$ cat config.mk
export PLATFORM = sky130hd
export DESIGN_NAME = md_wb_scheduler
export DESIGN_NICKNAME = d
export VERILOG_FILES = /design/src/rtl/md_wb_scheduler.sv
export SDC_FILE = /design/constraint.sdc
export NUM_CORES = 1
export LEC_CHECK = 0
export BUFFER_PORTS_ARGS = -buffer_cell sky130_fd_sc_hd__buf_2
export CORE_ASPECT_RATIO = 1.4
export CORE_MARGIN = 2
export CORE_UTILIZATION = 45
export DETAILED_ROUTE_END_ITERATION = 10
export PLACE_DENSITY = 0.76
export SYNTH_ARGS = -nofsm -noshare
export SYNTH_HDL_FRONTEND = slang
export SYNTH_SLANG_ARGS = --single-unit
$ cat constraint.sdc
create_clock -name clock -period 3.9 [get_ports clock]
set_clock_uncertainty 0.05 [all_clocks]
set_input_delay 0.78 -clock clock [delete_from_list [all_inputs] [get_ports clock]]
set_output_delay 0.78 -clock clock [all_outputs]
set_load 0.01 [all_outputs]
$ cat src/rtl/md_wb_scheduler.sv
// md_wb_scheduler: sequences the multi-cycle mult/div unit and merges its result
// onto the single register-file write port behind normal writeback traffic.
module md_wb_scheduler #(
  parameter int unsigned MAX_CYCLES   = 40,
  parameter int unsigned MUL_EXC_CODE = 4,
  parameter int unsigned DIV_EXC_CODE = 5,
  parameter int unsigned STATUS_REG   = 30
) (
  input  logic        clock,
  input  logic        reset,
  input  logic        md_start_mul,
  input  logic        md_start_div,
  input  logic [4:0]  md_rd,
  output logic        ctrl_MULT,
  output logic        ctrl_DIV,
  input  logic        unit_result_rdy,
  input  logic        unit_exception,
  input  logic [31:0] unit_result,
  input  logic        wb_in_valid,
  input  logic [4:0]  wb_in_reg,
  input  logic [31:0] wb_in_data,
  output logic        wb_we,
  output logic [4:0]  wb_reg,
  output logic [31:0] wb_data,
  output logic        stall,
  output logic        busy,
  output logic        timeout
);
  typedef enum logic [1:0] {IDLE, WAIT, PEND} state_t;
  state_t      r_state;
  logic [7:0]  r_cnt;
  logic [4:0]  r_rd;
  logic        r_is_div;
  logic [4:0]  r_pend_reg;
  logic [31:0] r_pend_data;
  logic        r_timeout;
  logic        w_idle;
  logic        w_pend_wr;
  assign w_idle    = !reset && r_state == IDLE;
  assign w_pend_wr = !reset && r_state == PEND && !wb_in_valid;
  assign ctrl_MULT = w_idle && md_start_mul;
  assign ctrl_DIV  = w_idle && md_start_div;
  assign stall     = !reset && (r_state == IDLE ? (md_start_mul || md_start_div) :
                                r_state == WAIT ? 1'b1 : wb_in_valid);
  // The buffered result only takes the port on a cycle with no normal writeback.
  assign wb_we     = w_pend_wr ? r_pend_reg != 5'd0 : wb_in_valid && wb_in_reg != 5'd0;
  assign wb_reg    = w_pend_wr ? r_pend_reg : wb_in_reg;
  assign wb_data   = w_pend_wr ? r_pend_data : wb_in_data;
  assign busy      = r_state != IDLE;
  assign timeout   = r_timeout;
  always_ff @(posedge clock) begin
    if (reset) begin
      r_state     <= IDLE;
      r_cnt       <= '0;
      r_rd        <= '0;
      r_is_div    <= 1'b0;
      r_pend_reg  <= '0;
      r_pend_data <= '0;
      r_timeout   <= 1'b0;
    end else if (r_state == IDLE) begin
      if (md_start_mul || md_start_div) begin
        r_rd     <= md_rd;
        r_is_div <= md_start_div;
        r_cnt    <= '0;
        r_state  <= WAIT;
      end
    end else if (r_state == WAIT) begin
      r_cnt <= r_cnt + 8'd1;
      if (unit_result_rdy) begin
        r_pend_reg  <= unit_exception ? 5'(STATUS_REG) : r_rd;
        r_pend_data <= !unit_exception ? unit_result :
                       r_is_div ? 32'(DIV_EXC_CODE) : 32'(MUL_EXC_CODE);
        r_state     <= PEND;
      end else if (r_cnt == 8'(MAX_CYCLES - 1)) begin
        r_timeout   <= 1'b1;
        r_pend_reg  <= 5'(STATUS_REG);
        r_pend_data <= 32'(DIV_EXC_CODE);
        r_state     <= PEND;
      end
    end else if (!wb_in_valid) begin
      r_state <= IDLE;
    end
  end
endmodule
==> results of run 1 <==
## per-stage QoR
stage               power (µW)  cell area [µm²]  cells  utilization
floorplan                  713             2610    301            -
global placement           797             3260    475        0.585
detailed placement         802             3260    475        0.585
CTS                       1170             3370    483        0.605
global route              1220             3370    483        0.605
finish                    1160             3370    483        0.605
## critical path: stages
cell and delay (ns):
buf_2 0.12, nor4b_4 0.55, buf_12 0.27, mux2_1 0.34, buf_2 0.14
## logic make-up (layout without fill, tap and decap cells)
family / count (synthesis) / in the layout
flops: 54 / 54
simple gates: 84 / 84
compound gates: 90 / 90
buf+inv: 29 / 143
mux: 43 / 43
fa+ha+maj: 1 / 1
## cell usage in the layout, fill, tap and decap left out, drive strengths merged, types with 2 or more instances in the layout
cell and count:
a211oi 5, a21oi 42, and2 2, buf 127, clkbuf 5, clkinvlp 2, dfxtp 54, inv 8
mux2 37, mux2i 6, nand2 38, nand2b 2, nand3 6, nor2 17, nor3 4, o21ai 35
or2 4, or3 2, or4 2
## power by group through the flow
stage / combinational [µW] / sequential, µW / clock (µW)
after global routing: 222 / 593 / 404
final: 199 / 590 / 374
after floorplan: 117 / 597 / 0
after detailed placement: 199 / 603 / 0
after CTS: 200 / 590 / 378
after global placement: 195 / 602 / 0
## path summary, 6_finish.rpt
kind                   start              to  slack, ns  cells past startpoint
setup / recovery       reset     wb_data[25]       0.84                      5
hold reg to reg      r_rd[0]   r_pend_reg[0]       0.41                      2
hold / removal       r_rd[0]   r_pend_reg[0]       0.41                      2
setup reg to reg  r_state[0]  r_pend_data[3]       1.98                      4
## synth_stat cells, drive strengths merged
cell type	number	share of area
a211oi	5	0.014
o41a	1	0.0043
nand2	38	0.055
a21oi	42	0.081
nor2	17	0.024
or2	4	0.0096
mux2	37	0.16
nand4	1	0.0024
or4	2	0.0058
and2	2	0.0048
o211ai	1	0.0029
a31o	1	0.0034
o211a	1	0.0038
and3	1	0.0024
a31oi	1	0.0024
inv	8	0.012
mux2i	6	0.023
o21bai	1	0.0029
nand4b	1	0.0034
dfxtp	54	0.41
a41oi	1	0.0034
buf	15	0.033
and2b	1	0.0029
and4b	1	0.0038
ha	1	0.0048
nor4	1	0.0048
nand3	6	0.012
or3	2	0.0048
nand2b	2	0.0048
clkbuf	6	0.0086
nor4b	1	0.0058
a311oi	1	0.0034
o21ai	35	0.067
nor3	4	0.0096
## metal layers
metal | global-route usage | part of all wire | up-vias
met2 | 0.371 | 0.53 | 68
met5 | 0 | 0 | -
li1 | - | - | 1288
met3 | 0.0360 | 0.052 | 10
met4 | 0.0567 | 0.013 | 0
met1 | 0.233 | 0.40 | 1182
## cell type report
type                            instances  area, µm²  area share
Clock inverter                          3       45.0      0.0134
Inverter                                8       30.0     0.00891
Timing Repair Buffer                  127        658       0.195
Tap cell                               68       85.1      0.0253
Clock buffer                            5       68.8      0.0204
Sequential cell                        54       1080       0.321
Multi-Input combinational cell        218       1400       0.416
==> flow_summary.yaml, run 1 <==
global_routing:
  antenna_found_initial: 0
  grt_pass1_wl_um: 10200
  grt_util_all_layers: 0.203
  grt_pass1_vias: 2289
  grt_max_degree: 56
  gr-total-overflow: 0
finish:
  largest_reg_flops: 32
  area_growth_pct: 29.3
  largest_registers: "r_pend_data: 32 flops, r_cnt: 8 flops"
  top_register: "r_pend_data"
  diodes: 0
  drive_gt1_frac: 0.359
  n_fill_cell: 506
  finalNetCount: 496
synth:
  synth_adder_area_share: 0.00480
  yosys.area_share.simple: 0.156
  synth_cell_types: 41
  yosysWarnings: 0
  synthCells: 301
  synth_top_family_by_area: "compound AO/OA/AOI/OAI gates"
  synth_mux_area_frac: 0.183
  synth_xor_area_frac: 0
  ys_seq_area_frac: 0.415
  synth_area_mm2: 0.00260
  syn_avg_cell_area_um2: 8.65
  synth-seq-cells: 54
  syn_nets: 383
  synth_compound_area_frac: 0.189
power_and_ir_drop:
  pwr-share-seq: 0.508
  swShare: 0.264
  p_int_uw: 856
  p_switching_uw: 306
  leakagePower_uw: 0.00143
  powerDensity_mw_per_mm2: 345
  ir_drop_uv: 252
  clockPowerShare: 0.322
  p_comb_frac: 0.171
sta:
  finalCritPeriodShare: 0.784
  worst_slack_ns: 0.842
  drv_slew: 0
  grt_setup_unrepaired: "false"
  setup_viol_count_final: 0
  hold_violations: 0
  timing.fmax_mhz: 327
  holdWs_ns: 0.410
  post-route-min-period_ns: 3.06
  finalSetupTns_ns: 0
  relSlewSlack: 0.265
  tightest_slew_ns: 1.10
route:
  finalWirelength_um: 6490
  drt_iter0_markers: 117
  vias: 2548
  ant_nets: 0
  routed_via_density: 5.28
  wire_per_inst_um: 13.4
  drt-pass1-iter-count: 4
  drcViolationCount: 0
cts:
  cts_made_buffers: 5
  clkSinkCount: 54
  cts_root_buffer: "clkbuf_8"
  insertion_delay_ns: 0.31
  clock_path_buffers: 2
  post_cts_buffers: 0
  hold_buffers: 0
  htree_levels: 2
  clk_pin_slew_ns: 0.09
  cts_resized: 0
  cts_tree: "yes"
floorplanning:
  top_level_ports: 124
  row_count: 32
  core_area_mm2: 0.00557
  die_w_um: 68.3
  die-height_um: 94.0
  dieArea_mm2: 0.00642
  start_util: 0.468
worst_setup_path:
  required_ns: 3.07
  arrival_ns: 2.23
  end_kind: "primary output"
  critPathKind: "in -> out"
  cp_max_fo: 31
  startpoint_type: "input port"
run_status:
  status: "complete, no violations"
place:
  hpwlAfterDp_um: 4720
  dp_slack_ns: 0.823
  port_buffers: 123
  gp_congestion: 0.786
job:
  max-cap-violations: 0
hold_path:
  hold_path.class: "reg -> reg"
Note: power is estimated with default switching activity, not from simulation.
==> run 2, diff against run 1 <==
CORE_UTILIZATION = 42   (was 45)
PLACE_DENSITY = 0.74   (was 0.76)
clock period = 2.6 ns   (was 3.9 ns; I/O delays follow)
==> flow_summary.yaml, run 2 (synthesized netlist as in run 1, its figures left out) <==
run_status:
  status: "complete, no violations"
sta:
  worst_slack_ns: 0.153
  finalCritPeriodShare: 0.941
  drv_slew: 0
  timing.fmax_mhz: 409
  finalSetupTns_ns: 0
  grt_setup_unrepaired: "false"
  hold_violations: 0
  setup_viol_count_final: 0
  post-route-min-period_ns: 2.45
  tightest_slew_ns: 1.09
  relSlewSlack: 0.274
worst_setup_path:
  required_ns: 2.03
  startpoint_type: "register"
  crit_buf_inv: 2
  end_kind: "primary output"
  cp_max_fo: 38
  crit_family: "flip-flops"
  cp_cell_sequence: "nor4b_4, buf_12, mux2_2, buf_2"
  cp_slowest_stage_delay_ns: 0.51
  critPathKind: "reg -> out"
  cpMaxStageDelayCell: "dfxtp_1"
  arrival_ns: 1.88
finish:
  diodes: 0
  drive_gt1_frac: 0.359
  area_growth_pct: 30.0
  final_common_cell: "buf_2"
  finalNetCount: 499
  largest_registers: "r_pend_data: 32 flops, r_cnt: 8 flops"
  top_register: "r_pend_data"
  final_cell_mix: "buf_2 (123), dfxtp_1 (54), a21oi_1 (42), nand2_1 (38), o21ai_1 (33)"
  n_fill_cell: 568
  largest_reg_flops: 32
global_routing:
  grt_util_all_layers: 0.184
  grt_pass1_wl_um: 10400
  antenna_found_initial: 0
  grt_pass1_vias: 2379
  gr-total-overflow: 0
  grt_max_degree: 56
job:
  max-cap-violations: 0
place:
  dp_slack_ns: 0.315
  port_buffers: 123
  hpwlAfterDp_um: 4800
  gp_congestion: 0.782
hold_path:
  hold_path.class: "in -> reg"
route:
  routed_via_density: 5.24
  ant_nets: 0
  drt_iter0_markers: 133
  drcViolationCount: 0
  drt-pass1-iter-count: 5
  wire_per_inst_um: 13.5
  finalWirelength_um: 6580
  vias: 2559
cts:
  cts_made_buffers: 5
  insertion_delay_ns: 0.30
  htree_levels: 2
  cts_tree: "yes"
  cts_resized: 0
  hold_buffers: 0
  cts_root_buffer: "clkbuf_8"
  clkSinkCount: 54
  clk_pin_slew_ns: 0.09
  post_cts_buffers: 0
  clock_path_buffers: 2
floorplanning:
  core_area_mm2: 0.00595
  die_w_um: 70.6
  dieArea_mm2: 0.00686
  row_count: 33
  start_util: 0.438
  top_level_ports: 124
  die-height_um: 97.2
power_and_ir_drop:
  leakagePower_uw: 0.00145
  ir_drop_uv: 253
  powerDensity_mw_per_mm2: 513
[run 2: cell count changes in the layout (fill, tap and decap cells not counted)]
cell | before | now
clkbuf_1 | 0 | 2
buf_4 | 3 | 6
clkinvlp_4 | 2 | 0
[run 2: layer usage]
layer  up-vias  routed length (µm)  GRT usage
met5         -                   0          0
met4         0                 144     0.0885
met3        14                 384     0.0311
met2        93                3390      0.332
met1      1160                2660      0.204
li1       1292                   -          -
[run 2: worst paths after layout]
kind,from,end,slack [ns],depth (start not counted)
hold / removal,md_rd[4],r_rd[4],0.39,3
setup reg to reg,r_cnt[0],r_pend_data[29],0.52,6
setup / recovery,r_state[1],wb_data[10],0.15,4
hold reg to reg,r_rd[0],r_pend_reg[0],0.42,2
[run 2: cell type report]
cell class | count | area [µm²] | area share
Timing Repair Buffer | 130 | 681 | 0.201
Clock buffer | 7 | 76.3 | 0.0225
Clock inverter | 1 | 30.0 | 0.00887
Sequential cell | 54 | 1080 | 0.319
Inverter | 8 | 30.0 | 0.00887
Multi-Input combinational cell | 218 | 1400 | 0.414
Tap cell | 70 | 87.6 | 0.0259
[run 2: power by group]
group / internal, µW / leakage [µW] / switching [µW]
Clock: 289 / 0.0000524 / 260
Combinational: 141 / 0.000958 / 161
Sequential: 861 / 0.000439 / 25.2
[run 2: worst min-delay path, stage by stage]
cell	delay [ns]
buf_2	0.07
mux2i_1	0.05
nor2_1	0.07
[run 2: stage by stage]
stage,instance area [µm²],hold WS [ns],util,power (µW),std cells
global route,3390,0.393,0.570,1810,488
finish,3390,0.392,0.570,1740,488
CTS,3390,0.384,0.570,1750,488
floorplan,2610,0.369,-,1070,301
global placement,3280,0.396,0.552,1200,480
detailed placement,3280,0.401,0.552,1210,480
